`src/rtl/css_subtractor_seq.sv`:
```
// css_subtractor_seq: 32-bit subtractor computed SLICE_W bits per cycle using borrow-select.
// Define CSS_FLAGS_EN to add the registered zero/ovf flag outputs.
module css_subtractor_seq #(
  parameter int SLICE_W = 8,
  parameter int NSLICE  = 32 / SLICE_W
) (
  input  logic        clk,
  input  logic        rst,
  input  logic        in_valid,
  output logic        in_ready,
  input  logic [31:0] a,
  input  logic [31:0] b,
  input  logic        bin,
  output logic        out_valid,
  input  logic        out_ready,
  output logic [31:0] diff,
`ifdef CSS_FLAGS_EN
  output logic        bout,
  output logic        zero,
  output logic        ovf
`else
  output logic        bout
`endif
);

  localparam int K_W = (NSLICE > 1) ? $clog2(NSLICE) : 1;

  typedef enum logic [1:0] {IDLE, BUSY, DONE} state_t;

  state_t                          state_reg, state_next;
  logic [NSLICE-1:0][SLICE_W-1:0]  a_reg, b_reg, diff_reg;
  logic [K_W-1:0]                  k_reg;
  logic                            borrow_reg, bout_reg;

  logic [SLICE_W-1:0]              a_slice, b_slice, sel_diff;
  logic [SLICE_W:0]                d0, d1;
  logic                            sel_borrow, accept, last_slice;

  assign last_slice = (k_reg == K_W'(NSLICE - 1));

  always_comb begin
    state_next = state_reg;
    in_ready   = 1'b0;
    out_valid  = 1'b0;
    accept     = 1'b0;
    case (state_reg)
      IDLE: begin
        in_ready = 1'b1;
        if (in_valid) begin
          accept     = 1'b1;
          state_next = BUSY;
        end
      end
      BUSY: begin
        if (last_slice) state_next = DONE;
      end
      DONE: begin
        out_valid = 1'b1;
        if (out_ready) state_next = IDLE;
      end
      default: state_next = IDLE;
    endcase
  end

  // Both borrow-in candidates are formed every cycle; the registered borrow only picks one.
  always_comb begin
    a_slice    = a_reg[k_reg];
    b_slice    = b_reg[k_reg];
    d0         = {1'b0, a_slice} - {1'b0, b_slice};
    d1         = {1'b0, a_slice} - {1'b0, b_slice} - (SLICE_W + 1)'(1);
    sel_diff   = borrow_reg ? d1[SLICE_W-1:0] : d0[SLICE_W-1:0];
    sel_borrow = borrow_reg ? d1[SLICE_W]     : d0[SLICE_W];
  end

  always_ff @(posedge clk) begin
    if (rst) begin
      state_reg  <= IDLE;
      a_reg      <= '0;
      b_reg      <= '0;
      diff_reg   <= '0;
      k_reg      <= '0;
      borrow_reg <= 1'b0;
      bout_reg   <= 1'b0;
    end else begin
      state_reg <= state_next;
      if (accept) begin
        a_reg      <= a;
        b_reg      <= b;
        borrow_reg <= bin;
        k_reg      <= '0;
      end else if (state_reg == BUSY) begin
        diff_reg[k_reg] <= sel_diff;
        borrow_reg      <= sel_borrow;
        k_reg           <= k_reg + 1'b1;
        if (last_slice) bout_reg <= sel_borrow;
      end
    end
  end

  assign diff = diff_reg;
  assign bout = bout_reg;

`ifdef CSS_FLAGS_EN
  logic                           zero_reg, ovf_reg;
  logic [NSLICE-1:0][SLICE_W-1:0] diff_final;

  // Full result as it will look after the top slice is written this cycle.
  always_comb begin
    diff_final         = diff_reg;
    diff_final[NSLICE-1] = sel_diff;
  end

  always_ff @(posedge clk) begin
    if (rst) begin
      zero_reg <= 1'b0;
      ovf_reg  <= 1'b0;
    end else if (state_reg == BUSY && last_slice) begin
      zero_reg <= (diff_final == '0);
      ovf_reg  <= (a_reg[NSLICE-1][SLICE_W-1] != b_reg[NSLICE-1][SLICE_W-1]) &&
                  (diff_final[NSLICE-1][SLICE_W-1] != a_reg[NSLICE-1][SLICE_W-1]);
    end
  end

  assign zero = zero_reg;
  assign ovf  = ovf_reg;
`endif

endmodule

```
`config.mk`:
```
export PLATFORM = sky130hd
export DESIGN_NAME = css_subtractor_seq
export DESIGN_NICKNAME = d
export VERILOG_FILES = /design/src/rtl/css_subtractor_seq.sv
export SDC_FILE = /design/constraint.sdc
export NUM_CORES = 1
export LEC_CHECK = 0
export CORE_ASPECT_RATIO = 0.5
export CORE_UTILIZATION = 45
export DETAILED_ROUTE_END_ITERATION = 10
export PLACE_DENSITY = 0.82
export SLEW_MARGIN = 40
export SYNTH_ARGS = -nofsm -noshare
export SYNTH_HDL_FRONTEND = slang
export SYNTH_SLANG_ARGS = --single-unit
```
`constraint.sdc`:
```
create_clock -name clk -period 3.4 [get_ports clk]
set_input_delay 0.68 -clock clk [delete_from_list [all_inputs] [get_ports clk]]
set_output_delay 0.68 -clock clk [all_outputs]
set_load 0.01 [all_outputs]
```
==> summary.md <==
| Metric | Value |
|---|---|
| Status | `complete, no violations` |
| Mapped Area | `4610 um2` |
| Most common cell after layout, fill and taps aside | `nand2_1` |
| Slew margin rel. | `55.6%` |
| Worst-Skew Late Latency | `between 300 and 400 ps` |
| DR vias | `4,156` |
| CP Capture Type | `flip-flop` |
| Yosys warns | `0` |
| Cell variety after synth | `48` |
| Ant diodes | `0` |
| CTS root buf | `clkbuf_16` |
| Final ANT Viol Nets | `0` |
| Hold depth | `2` |
| Endpoints failing setup | `0` |
| Die H | `about 74 um` |
| Tcrit/Tclk final | `94.4%` |
| Pwr dens | `484 nW/um2` |
| Leak | `2.24 nW` |
| Synth Register Bits | `102` |
| Worst hold start | `b_reg[14]$_SDFFE_PP0P_` |
| Slew at the pin closest to its max-slew limit | `665 ps` |
| Worst-path clk slew | `70 ps` |
| Die area | `10,700 um2` |
| TNS Setup | `0 ps` |
| Share of layout cells above drive strength 1 | `about a tenth` |
| Antenna violations before repair | `0` |
| Worst setup SP type | `flip-flop` |
| Number of synthesized flops with an enable pin | `0` |
| CTS Buffer Depth | `2` |
| Core Rows | `25` |
| Tot GR Track Use | `22.2%` |
| RSZ-0062 raised after global routing | `false` |
| DRC viols | `0` |
| Commonest non-fill, non-tap cells in the layout | `nand2_1, clkdlybuf4s50_1, dfxtp_1` |
| Worst min-delay path category | `flip-flop to flip-flop` |
| Worst Hold Endpoint | `b_reg[14]$_SDFFE_PP0P_` |
| Cts hold-fix bufs | `0` |
| Register-to-register setup slack | `190 ps` |
| Ys async rst share | `0%` |
| Final GP Congestion | `between 0.8 and 0.9` |
| Area growth syn-to-layout | `33.3%` |
| Vias in the first global route | `roughly 3,800` |
| R2R cell count | `10` |
| Sequential share of the synthesized area | `44.3%` |
| Syn nets | `approximately 620` |
| Main synth FF type | `dfxtp_1` |
| VDD IR max | `0.234 mV` |
| Ports | `104` |
| Initial DRC count | `264` |
| CP Data Arrival Time | `~3400 ps` |
| CTS Buf Count | `9` |
| Fin worst setup slack | `190 ps` |
| R2R Path Start | `k_reg[0]$_SDFFE_PP0P_` |
| Average cell area after synthesis | `about 8.5 um2` |
| Via/cell ratio | `5.39` |
| Critical path class | `flip-flop to flip-flop` |
| Tmin final | `3210 ps` |
| Post-DR wirelength/cell | `between 10 and 15 um` |
| CORE AREA | `approximately 9700 um2` |
| GRT overflow | `0` |
| Mapped Cells | `roughly 540` |
| Required @ worst endpoint | `3610 ps` |
| TritonCTS clock tree | `built` |
| # Max-Cap Violations | `0` |
| Fmax achieved | `0.311 GHz` |
| Effective utilization at floorplan | `47.5%` |
| Pre-CTS setup slack | `42.7 ps` |
| Final wirelength | `11,500 um` |
| Final Skew | `7.17 ps` |
| Hold Fails Final Rpt | `0` |
| CTS H-tree depth | `3` |
| RR Endpoint | `diff[30]$_SDFFE_PP0P_` |
| CP max FO | `15` |
| Dpl hpwl | `8120 um` |
| Die X | `145 um` |
| TritonRoute pass-1 iters | `5` |
| Largest net degree at the start of global routing | `87` |
| Nets | `714` |
| Sink Count | `102` |
| First-pass GRT wire length | `18,600 um` |
| Number of port buffers | `103` |
| Slew Viols, Final | `0` |
-- Yosys cell counts, drive strengths merged, types with 5 or more instances --
| cell | n | area (um2) |
|---|---|---|
| o41ai | 5 | 43.8 |
| inv | 13 | 48.8 |
| clkbuf | 32 | 120 |
| xnor2 | 5 | 43.8 |
| mux4 | 16 | 360 |
| o21ai | 7 | 35.0 |
| a211oi | 21 | 158 |
| a21oi | 75 | 375 |
| nand3b | 8 | 60.1 |
| buf | 8 | 36.3 |
| dfxtp | 102 | 2040 |
| nor2 | 29 | 109 |
| ha | 14 | 175 |
| and2 | 6 | 37.5 |
| nand2 | 144 | 541 |
| xor2 | 5 | 43.8 |
-- power by group --
| part | switching [mW] | internal [mW] | leakage [nW] |
|---|---|---|---|
| combinational | 0.362 | 0.301 | 1.27 |
| sequential | 0.0369 | 1.26 | 0.834 |
| clock | 0.481 | 0.530 | 0.135 |
| total | 0.880 | 2.09 | 2.24 |
-- area by class of cell --
type,instances,area [um2]
Tap cell,135,169
Timing Repair Buffer,121,1200
Clock buffer,10,239
Clock inverter,6,53.8
Multi-Input combinational cell,384,2390
Fill cell,818,3560
Sequential cell,102,2040
Inverter,13,48.8
-- per-stage QoR --
stage               total power [mW]  std cells  hold slack [ps]  util, %  instance area (um2)
floorplan                       1.73        539              433        -                 4610
global placement                1.95        746              440     59.3                 5750
detailed placement              1.96        746              444     59.3                 5750
CTS                             2.96        762              454     62.3                 6040
global route                    3.10        771              472     63.3                 6140
finish                          2.97        771              454     63.3                 6140
-- layer usage --
metal	up-vias	part of all wire, %	GRT usage [%]
met3	16	5.5	5.34
li1	2049	-	-
met5	-	0	0
met4	0	1.3	6.67
met1	1953	49	30.1
met2	138	44	35.6
-- worst max-delay path by stage --
stage	start	to	depth (start not counted)
final	k_reg[0]$_SDFFE_PP0P_	diff[30]$_SDFFE_PP0P_	10
after global routing	k_reg[0]$_SDFFE_PP0P_	diff[20]$_SDFFE_PP0P_	10
after CTS	k_reg[0]$_SDFFE_PP0P_	diff[12]$_SDFFE_PP0P_	10
after detailed placement	k_reg[0]$_SDFFE_PP0P_	diff[12]$_SDFFE_PP0P_	10
after global placement	k_reg[0]$_SDFFE_PP0P_	diff[31]$_SDFFE_PP0P_	9
after floorplan	k_reg[0]$_SDFFE_PP0P_	diff[12]$_SDFFE_PP0P_	11
-- logic make-up (layout without fill, tap and decap cells) --
group / Yosys count / in the layout / share of synthesized area, %
XOR/XNOR: 10 / 10 / 1.90
flip-flops: 102 / 102 / 44.3
multiplexers: 17 / 17 / 8.06
adder cells (fa/ha/maj): 14 / 14 / 3.80
buffers and inverters: 53 / 150 / 4.45
AND/OR/NAND/NOR: 209 / 209 / 19.5
AO/OA/AOI/OAI: 134 / 134 / 17.9
-- critical path, stage by stage (launching register included) --
cell and delay [ps]:
dfxtp_2 390, buf_12 170, buf_4 120, mux4_2 490, ha_1 460, nor4bb_1 190, a311o_1 320, a32oi_1 290
nor2_1 120, xor2_1 370, a211oi_1 130
-- timing repair --
| action | CTS | global route |
|---|---|---|
| setup endpoints to repair | 0 | 10 |
| setup buffers | 0 | 8 |
| gates resized for setup | 0 | 4 |
Note: power is estimated with default switching activity, not from simulation.
